===== src/rtl/sspi_pkg.sv =====
// sspi_pkg: opcodes, FSM state encoding and CRC-8 helper shared by the SPI command slave.
// Contents: OP_* opcode bytes, CRC_POLY, state_t, crc8_update().
// Imported by sspi_byte_io and sspi_cmd_slave.
package sspi_pkg;

  localparam logic [7:0] OP_READ_ID  = 8'h01;
  localparam logic [7:0] OP_WR_CFG   = 8'h02;
  localparam logic [7:0] OP_RD_CFG   = 8'h03;
  localparam logic [7:0] OP_STREAM   = 8'h07;
  localparam logic [7:0] OP_READ_CRC = 8'h08;

  localparam logic [7:0] CRC_POLY = 8'h07;

  typedef enum logic [2:0] {
    ST_IDLE,
    ST_CMD,
    ST_IDX,
    ST_WDATA,
    ST_TX,
    ST_LEN,
    ST_DATA,
    ST_IGNORE
  } state_t;

  // One byte of CRC-8, MSB first, no reflection.
  function automatic logic [7:0] crc8_update(input logic [7:0] crc, input logic [7:0] data);
    logic [7:0] c;
    c = crc ^ data;
    for (int i = 0; i < 8; i++) begin
      c = c[7] ? ((c << 1) ^ CRC_POLY) : (c << 1);
    end
    return c;
  endfunction

endpackage


===== src/rtl/sspi_byte_io.sv =====
// sspi_byte_io: oversampled SPI mode-0 byte engine (pin synchronisers, sclk edge detect, RX/TX shifters).
// Latency: rx_strobe_o 1 clk after the 8th detected sclk rise (3-4 clk after the pin edge). No backpressure.
// Ports: raw SPI pins in; cs_active_o framing, rx_byte_o/rx_strobe_o out; tx_load_i/tx_byte_i preload; miso_o.
module sspi_byte_io
  import sspi_pkg::*;
(
  input  logic       clk,
  input  logic       resetn,
  input  logic       sspi_cs_i,
  input  logic       sspi_clk_i,
  input  logic       sspi_mosi_i,
  input  logic       tx_load_i,
  input  logic [7:0] tx_byte_i,
  output logic       cs_active_o,
  output logic [7:0] rx_byte_o,
  output logic       rx_strobe_o,
  output logic       miso_o
);

  // Chip select is synchronised in its active-high sense so the reset value
  // (0) means "deselected".
  logic cs_meta_q, cs_sync_q;
  logic sclk_meta_q, sclk_sync_q, sclk_prev_q;
  logic mosi_meta_q, mosi_sync_q;

  logic [2:0] bit_cnt_q, bit_cnt_d;
  logic [6:0] rx_sh_q, rx_sh_d;
  logic [7:0] rx_byte_q, rx_byte_d;
  logic       rx_strobe_q, rx_strobe_d;
  logic [7:0] tx_sh_q, tx_sh_d;

  logic sclk_rise, sclk_fall;

  always_ff @(posedge clk or negedge resetn) begin
    if (!resetn) begin
      cs_meta_q   <= 1'b0;
      cs_sync_q   <= 1'b0;
      sclk_meta_q <= 1'b0;
      sclk_sync_q <= 1'b0;
      sclk_prev_q <= 1'b0;
      mosi_meta_q <= 1'b0;
      mosi_sync_q <= 1'b0;
    end else begin
      cs_meta_q   <= ~sspi_cs_i;
      cs_sync_q   <= cs_meta_q;
      sclk_meta_q <= sspi_clk_i;
      sclk_sync_q <= sclk_meta_q;
      sclk_prev_q <= sclk_sync_q;
      mosi_meta_q <= sspi_mosi_i;
      mosi_sync_q <= mosi_meta_q;
    end
  end

  assign sclk_rise = sclk_sync_q & ~sclk_prev_q;
  assign sclk_fall = ~sclk_sync_q & sclk_prev_q;

  always_comb begin
    bit_cnt_d   = bit_cnt_q;
    rx_sh_d     = rx_sh_q;
    rx_byte_d   = rx_byte_q;
    rx_strobe_d = 1'b0;
    tx_sh_d     = tx_sh_q;
    if (!cs_sync_q) begin
      // Deselect aborts any partial byte.
      bit_cnt_d = 3'd0;
      tx_sh_d   = 8'h00;
    end else begin
      if (sclk_rise) begin
        rx_sh_d   = {rx_sh_q[5:0], mosi_sync_q};
        bit_cnt_d = bit_cnt_q + 3'd1;
        if (bit_cnt_q == 3'd7) begin
          rx_byte_d   = {rx_sh_q, mosi_sync_q};
          rx_strobe_d = 1'b1;
        end
      end
      // The fall that ends bit 7 (counter back at 0) must not shift: the
      // MSB of the next byte is preloaded and already on the pin.
      if (tx_load_i) begin
        tx_sh_d = tx_byte_i;
      end else if (sclk_fall && (bit_cnt_q != 3'd0)) begin
        tx_sh_d = {tx_sh_q[6:0], 1'b0};
      end
    end
  end

  always_ff @(posedge clk or negedge resetn) begin
    if (!resetn) begin
      bit_cnt_q   <= 3'd0;
      rx_sh_q     <= 7'd0;
      rx_byte_q   <= 8'h00;
      rx_strobe_q <= 1'b0;
      tx_sh_q     <= 8'h00;
    end else begin
      bit_cnt_q   <= bit_cnt_d;
      rx_sh_q     <= rx_sh_d;
      rx_byte_q   <= rx_byte_d;
      rx_strobe_q <= rx_strobe_d;
      tx_sh_q     <= tx_sh_d;
    end
  end

  assign cs_active_o = cs_sync_q;
  assign rx_byte_o   = rx_byte_q;
  assign rx_strobe_o = rx_strobe_q;
  // Gate with the raw pin as well so MISO is quiet as soon as cs goes high.
  assign miso_o      = ~sspi_cs_i & cs_sync_q & tx_sh_q[7];

endmodule


===== src/rtl/sspi_cmd_slave.sv =====
// sspi_cmd_slave: SPI-slave command engine - READ_ID, config register write/readback, length-prefixed payload streaming.
// Latency: cfg_wr/stream strobes 1 clk after the byte strobe (<= 4 clk after the last sclk rise). No backpressure.
// Ports: SPI pins, cfg bank (flattened) + cfg_wr, stream_active/data/valid/done. Optional macro SSPI_CRC_EN adds CRC-8 readback.
module sspi_cmd_slave
  import sspi_pkg::*;
#(
  parameter logic [7:0] CORE_ID   = 8'h01,
  parameter int         CFG_WORDS = 4,
  parameter int         CFG_W     = 32,
  parameter int         LEN_BYTES = 3
) (
  input  logic                       clk,
  input  logic                       resetn,
  input  logic                       sspi_cs,
  input  logic                       sspi_clk,
  input  logic                       sspi_mosi,
  output logic                       sspi_miso,
  output logic [CFG_WORDS*CFG_W-1:0] cfg,
  output logic [CFG_WORDS-1:0]       cfg_wr,
  output logic                       stream_active,
  output logic [7:0]                 stream_data,
  output logic                       stream_valid,
  output logic                       stream_done
);

  localparam int CFG_BYTES = CFG_W / 8;
  localparam int LEN_W     = 8 * LEN_BYTES;

  logic       cs_active;
  logic [7:0] rx_byte;
  logic       rx_strobe;
  logic       tx_load;
  logic [7:0] tx_byte;

  sspi_byte_io u_byte_io (
    .clk         (clk),
    .resetn      (resetn),
    .sspi_cs_i   (sspi_cs),
    .sspi_clk_i  (sspi_clk),
    .sspi_mosi_i (sspi_mosi),
    .tx_load_i   (tx_load),
    .tx_byte_i   (tx_byte),
    .cs_active_o (cs_active),
    .rx_byte_o   (rx_byte),
    .rx_strobe_o (rx_strobe),
    .miso_o      (sspi_miso)
  );

  state_t               state_q, state_d;
  logic                 is_wr_q, is_wr_d;
  logic [7:0]           idx_q, idx_d;
  logic [3:0]           bcnt_q, bcnt_d;
  logic [CFG_W-1:0]     shadow_q, shadow_d;
  logic [CFG_W-1:0]     tx_word_q, tx_word_d;
  logic [LEN_W-1:0]     len_q, len_d;
  logic [CFG_W-1:0]     cfg_q [CFG_WORDS];
  logic [CFG_W-1:0]     cfg_d [CFG_WORDS];
  logic [CFG_WORDS-1:0] cfg_wr_q, cfg_wr_d;
  logic                 stream_active_q, stream_active_d;
  logic [7:0]           stream_data_q, stream_data_d;
  logic                 stream_valid_q, stream_valid_d;
  logic                 stream_done_q, stream_done_d;
`ifdef SSPI_CRC_EN
  logic [7:0]           crc_q, crc_d;
`endif

  logic [CFG_W-1:0] sel_word;
  logic [CFG_W-1:0] shadow_next;
  logic [LEN_W-1:0] len_next;

  // Readback word addressed by the byte just received; out-of-range reads 0.
  always_comb begin
    sel_word = '0;
    for (int i = 0; i < CFG_WORDS; i++) begin
      if (rx_byte == 8'(i)) sel_word = cfg_q[i];
    end
  end

  assign shadow_next = (shadow_q << 8) | CFG_W'(rx_byte);
  assign len_next    = (len_q << 8) | LEN_W'(rx_byte);

  always_comb begin
    state_d         = state_q;
    is_wr_d         = is_wr_q;
    idx_d           = idx_q;
    bcnt_d          = bcnt_q;
    shadow_d        = shadow_q;
    tx_word_d       = tx_word_q;
    len_d           = len_q;
    cfg_d           = cfg_q;
    cfg_wr_d        = '0;
    stream_active_d = stream_active_q;
    stream_data_d   = stream_data_q;
    stream_valid_d  = 1'b0;
    stream_done_d   = 1'b0;
    tx_load         = 1'b0;
    tx_byte         = 8'h00;
`ifdef SSPI_CRC_EN
    crc_d           = crc_q;
`endif

    // stream_active falls one cycle after the done strobe.
    if (stream_done_q) stream_active_d = 1'b0;

    if (!cs_active) begin
      state_d         = ST_IDLE;
      stream_active_d = 1'b0;
    end else begin
      // Every byte boundary reloads the TX shifter; it carries 0x00 unless
      // the state below supplies read data.
      tx_load = rx_strobe;
      unique case (state_q)
        ST_IDLE: state_d = ST_CMD;

        ST_CMD: if (rx_strobe) begin
          bcnt_d = 4'd0;
          case (rx_byte)
            OP_READ_ID: begin
              tx_byte   = CORE_ID;
              tx_word_d = '0;
              state_d   = ST_TX;
            end
            OP_WR_CFG: begin
              is_wr_d = 1'b1;
              state_d = ST_IDX;
            end
            OP_RD_CFG: begin
              is_wr_d = 1'b0;
              state_d = ST_IDX;
            end
            OP_STREAM: begin
              len_d   = '0;
`ifdef SSPI_CRC_EN
              crc_d   = 8'h00;
`endif
              state_d = ST_LEN;
            end
            OP_READ_CRC: begin
`ifdef SSPI_CRC_EN
              tx_byte = crc_q;
`else
              tx_byte = 8'h00;
`endif
              tx_word_d = '0;
              state_d   = ST_TX;
            end
            default: state_d = ST_IGNORE;
          endcase
        end

        ST_IDX: if (rx_strobe) begin
          idx_d    = rx_byte;
          shadow_d = '0;
          if (is_wr_q) begin
            state_d = ST_WDATA;
          end else begin
            tx_byte   = sel_word[CFG_W-1 -: 8];
            tx_word_d = sel_word << 8;
            state_d   = ST_TX;
          end
        end

        ST_WDATA: if (rx_strobe) begin
          shadow_d = shadow_next;
          bcnt_d   = bcnt_q + 4'd1;
          if (bcnt_q == 4'(CFG_BYTES - 1)) begin
            // Out-of-range index matches no word: data consumed, no write.
            for (int i = 0; i < CFG_WORDS; i++) begin
              if (idx_q == 8'(i)) begin
                cfg_d[i]    = shadow_next;
                cfg_wr_d[i] = 1'b1;
              end
            end
            state_d = ST_IGNORE;
          end
        end

        ST_TX: if (rx_strobe) begin
          tx_byte   = tx_word_q[CFG_W-1 -: 8];
          tx_word_d = tx_word_q << 8;
        end

        ST_LEN: if (rx_strobe) begin
          len_d  = len_next;
          bcnt_d = bcnt_q + 4'd1;
          if (bcnt_q == 4'(LEN_BYTES - 1)) begin
            if (len_next == '0) begin
              stream_done_d = 1'b1;
              state_d       = ST_IGNORE;
            end else begin
              stream_active_d = 1'b1;
              state_d         = ST_DATA;
            end
          end
        end

        ST_DATA: if (rx_strobe) begin
          stream_data_d  = rx_byte;
          stream_valid_d = 1'b1;
          len_d          = len_q - LEN_W'(1);
`ifdef SSPI_CRC_EN
          crc_d          = crc8_update(crc_q, rx_byte);
`endif
          if (len_q == LEN_W'(1)) begin
            stream_done_d = 1'b1;
            state_d       = ST_IGNORE;
          end
        end

        ST_IGNORE: ;

        default: state_d = ST_IDLE;
      endcase
    end
  end

  always_ff @(posedge clk or negedge resetn) begin
    if (!resetn) begin
      state_q         <= ST_IDLE;
      is_wr_q         <= 1'b0;
      idx_q           <= 8'h00;
      bcnt_q          <= 4'd0;
      shadow_q        <= '0;
      tx_word_q       <= '0;
      len_q           <= '0;
      cfg_q           <= '{default: '0};
      cfg_wr_q        <= '0;
      stream_active_q <= 1'b0;
      stream_data_q   <= 8'h00;
      stream_valid_q  <= 1'b0;
      stream_done_q   <= 1'b0;
`ifdef SSPI_CRC_EN
      crc_q           <= 8'h00;
`endif
    end else begin
      state_q         <= state_d;
      is_wr_q         <= is_wr_d;
      idx_q           <= idx_d;
      bcnt_q          <= bcnt_d;
      shadow_q        <= shadow_d;
      tx_word_q       <= tx_word_d;
      len_q           <= len_d;
      cfg_q           <= cfg_d;
      cfg_wr_q        <= cfg_wr_d;
      stream_active_q <= stream_active_d;
      stream_data_q   <= stream_data_d;
      stream_valid_q  <= stream_valid_d;
      stream_done_q   <= stream_done_d;
`ifdef SSPI_CRC_EN
      crc_q           <= crc_d;
`endif
    end
  end

  for (genvar g = 0; g < CFG_WORDS; g++) begin : g_cfg
    assign cfg[g*CFG_W +: CFG_W] = cfg_q[g];
  end

  assign cfg_wr        = cfg_wr_q;
  assign stream_active = stream_active_q;
  assign stream_data   = stream_data_q;
  assign stream_valid  = stream_valid_q;
  assign stream_done   = stream_done_q;

endmodule


===== config.mk =====
export PLATFORM = sky130hd
export DESIGN_NAME = sspi_cmd_slave
export DESIGN_NICKNAME = d
export VERILOG_FILES = /design/src/rtl/sspi_pkg.sv /design/src/rtl/sspi_byte_io.sv /design/src/rtl/sspi_cmd_slave.sv
export SDC_FILE = /design/constraint.sdc
export NUM_CORES = 1
export LEC_CHECK = 0
export ABC_CLOCK_PERIOD_IN_PS = 2300
export CAP_MARGIN = 20
export CORE_MARGIN = 1
export CORE_UTILIZATION = 52
export CTS_BUF_LIST = sky130_fd_sc_hd__clkbuf_8
export DETAILED_ROUTE_END_ITERATION = 12
export HOLD_SLACK_MARGIN = 0.12
export PLACE_DENSITY = 0.89
export REMOVE_ABC_BUFFERS = 1
export SLEW_MARGIN = 0
export SYNTH_ARGS = -nofsm -noshare
export SYNTH_HDL_FRONTEND = slang
export SYNTH_HIERARCHICAL = 1
export SYNTH_SLANG_ARGS = --single-unit

===== constraint.sdc =====
create_clock -name clk -period 2.3 [get_ports clk]
set_clock_uncertainty 0.05 [all_clocks]
set_input_delay 0.69 -clock clk [delete_from_list [all_inputs] [get_ports clk]]
set_output_delay 0.69 -clock clk [all_outputs]
set_load 0.02 [all_outputs]

==> results.toml <==
[cells_and_area]
multi_input_area_um2 = 5370
layout-drive-gt1-share_pct = 28.2
instances_no_fill = 1567
fin_nets = 1244
area_growth_pct = 27.2
layout.area.seq_um2 = 6640
fin_area_um2 = 15600
post-route-util_pct = 68.2
diodes = 0
fillers = 1562

[clocking]
cts_buffer_depth = 3
cts.sinks = 265
h-tree-depth = 2
cts-root-buf = "clkbuf_8"
cts_tree = "built"
numCtsBuffers = 42
insertion_delay_ns = 0.56
cts.reportedPaths.clkPinSlew_ns = 0.07

[yosys]
ys_types = 70
yosysTopAreaCellShare_pct = 54.1
synthesis.area_um2 = 12200
synth_seq_area_share_pct = 54.1
yosysWarnings = 6
yosys-top-cells-area = "dfrtp_1 54%, mux2_2 16%, o21ai_0 3.3%"
synth.most_common_cell = "dfrtp_1"
synth_common_cells = "265 x dfrtp_1, 173 x mux2_2, 81 x o21ai_0"
syn_inst = 1032
synth.avg_cell_area_um2 = 11.9
dominantRegCellSynth = "dfrtp_1"
synth-seq-cells = 265
async_flop_share_pct = 100
synth_enable_flop_cells = 0
synth_top_area_cell = "dfrtp_1"

[detailed_routing]
dr_wl_met3_mm = 3.12
final_antenna_net_count = 0
dr_wl_met2_mm = 17.8
drc_errors = 0
wl_met1_mm = 13.9
top_layer_used = "met4"
routed_via_density = 6.37
routedWlPerCell_um = 23.3
dr.pass1.iters = 6
vias = 9974
drtIter0Drc = 1120
drt_wl_total_mm = 36.5

[setup_path]
worstPathCellList = "or4_4, buf_6, nor3_4, nand3_4, or3_1, a21oi_1, mux2i_1, nor2b_1, mux2_2"
required_ns = 2.75
arrival_ns = 3.09
reg2reg_depth = 9
ff2ff_setup_slack_ns = -0.34
max_stage_delay_ns = 0.56
slowest_stage = "or4_4"
r2r-start = "u_byte_io/rx_byte_o[7]"
critPathKind = "register to register"
r2r_end = "u_byte_io/tx_sh_q[6]"
critPathLaunchType = "register"
cp_max_fo = 4
endpoint_kind = "register"

[global_route]
grt_pass1_wl_mm = 54.5
overflow = 0
grt_pass1_vias = 10035
antenna_found_initial = 0
grt_use_total_pct = 28.9
grt_max_degree = 80

[hold_path]
hold_end = "u_byte_io/sclk_sync_q"
min_from = "u_byte_io/sclk_meta_q"
min_path_type = "register to register"
whs_path_depth = 0

[floorplanning]
coreArea_um2 = 22800
rows = 55
start_util_pct = 53.6
dieWidth_um = 155
die_y_um = 155
die_area_um2 = 24200
io-pin-count = 149

[placed_design]
dp_cells = 1493
place_congestion = 0.885
portBuffers = 148
dp_hpwl_mm = 22.7
place_worst_setup_slack_ns = -0.362
place_area_um2 = 14500

[timing]
worst_slack_ns = -0.341
timing.setup.tns_ns = -3.18
maxSlewViolCount = 0
post-route-min-period_ns = 2.64
maxSlewHeadroom_pct = 58.9
hold_violations = 0
whs_ns = 0.298
max_freq_mhz = 379
tightest_slew_ns = 0.617
rsz0062_at_grt = "true"
setup_viol = 24
post-route-period-util_pct = 115

[pwr]
irDropWorstVdd_uv = 425
powerDensity_nw_per_um2 = 621
power.total_mw = 9.68
leakage_nw = 8.23

[outcome]
status = "finished, violations left"
violations = "setup timing"

[run]
cap_violations = 0
cells in the final DEF (no fill, tap or decap), types with 31 or more instances in the layout:
cell type       instances
buf_4                  60
dfrtp_1               262
mux2_2                171
nor2_1                 58
nand2_1                45
dlymetal6s2s_1         49
clkbuf_8               52
o21ai_0                81
mux2i_1                31
dlygate4sd2_1          70
cells by family (layout without fill, tap and decap cells):
kind of cell | count (synthesis) | count (layout) | share of synthesized area (%)
flip-flops | 265 | 265 | 54.1
AO/OA/AOI/OAI | 244 | 244 | 13.2
AND/OR/NAND/NOR | 208 | 208 | 9.23
multiplexers | 206 | 206 | 18.7
buffers and inverters | 93 | 315 | 3.34
adder cells (fa/ha/maj) | 10 | 10 | 0.981
XOR/XNOR | 6 | 6 | 0.429
worst max-delay path: cells and delay by family (launching register included):
family,cells,cell delay [ns]
and+or+nand+nor,5,1.47
DFF,1,0.39
buffers and inverters,1,0.16
muxes,2,0.28
AOI/OAI and AO/OA,1,0.24
how the worst max path moves through the flow:
stage / startpoint / end / slack [ns] / cells past startpoint
after floorplan: state_q[2] / cfg[64] / -1.45 / 5
after global placement: sspi_cs / sspi_miso / -0.33 / 4
after detailed placement: sspi_cs / sspi_miso / -0.36 / 4
after CTS: u_byte_io/rx_byte_o[7] / u_byte_io/tx_sh_q[6] / -0.14 / 9
after global routing: u_byte_io/rx_byte_o[7] / u_byte_io/tx_sh_q[6] / -0.43 / 9
final: u_byte_io/rx_byte_o[7] / u_byte_io/tx_sh_q[6] / -0.34 / 9
state kept, by name (all words and copies together) (netlist names), 3 cells and up:
signal / count
idx_q: 8
u_byte_io/bit_cnt_q: 3
tx_word_q: 24
shadow_q: 24
bcnt_q: 4
u_byte_io/rx_sh_q: 7
cfg: 128
cfg_wr: 4
u_byte_io/rx_byte_o: 8
state_q: 3
u_byte_io/tx_sh_q: 8
len_q: 24
stream_data: 8
per-layer routing:
| metal | vias up | global-route usage, % |
|---|---|---|
| li1 | 4202 | - |
| met1 | 5007 | 36.6 |
| met2 | 608 | 48.6 |
| met3 | 157 | 5.46 |
| met4 | 0 | 12.7 |
| met5 | - | 0 |
timing repair:
action | 4_1_cts | 5_1_grt
endpoints found under the hold margin | 26 | 0
hold buffers | 1 | 0
setup buffers | 2 | 4
pin swaps | 2 | 20
resized for setup | 80 | 73
setup endpoints to repair | 104 | 158
gates cloned | 0 | 1
power by group:
part / leakage [nW] / internal, mW / total, mW / switching, mW
combinational: 4.11 / 0.377 / 0.961 / 0.584
clock: 0.447 / 2.03 / 3.88 / 1.85
sequential: 3.67 / 4.74 / 4.84 / 0.0931
total: 8.23 / 7.15 / 9.68 / 2.53
cell type report:
type,instances,share of cell area [%]
clock inverters,15,0.458
inverters,18,0.434
repair buffers,230,15.0
well taps,313,2.51
multi-input cells,674,34.4
clock buffers,52,4.59
flip-flops and latches,265,42.6
Note: power is estimated with default switching activity, not from simulation.
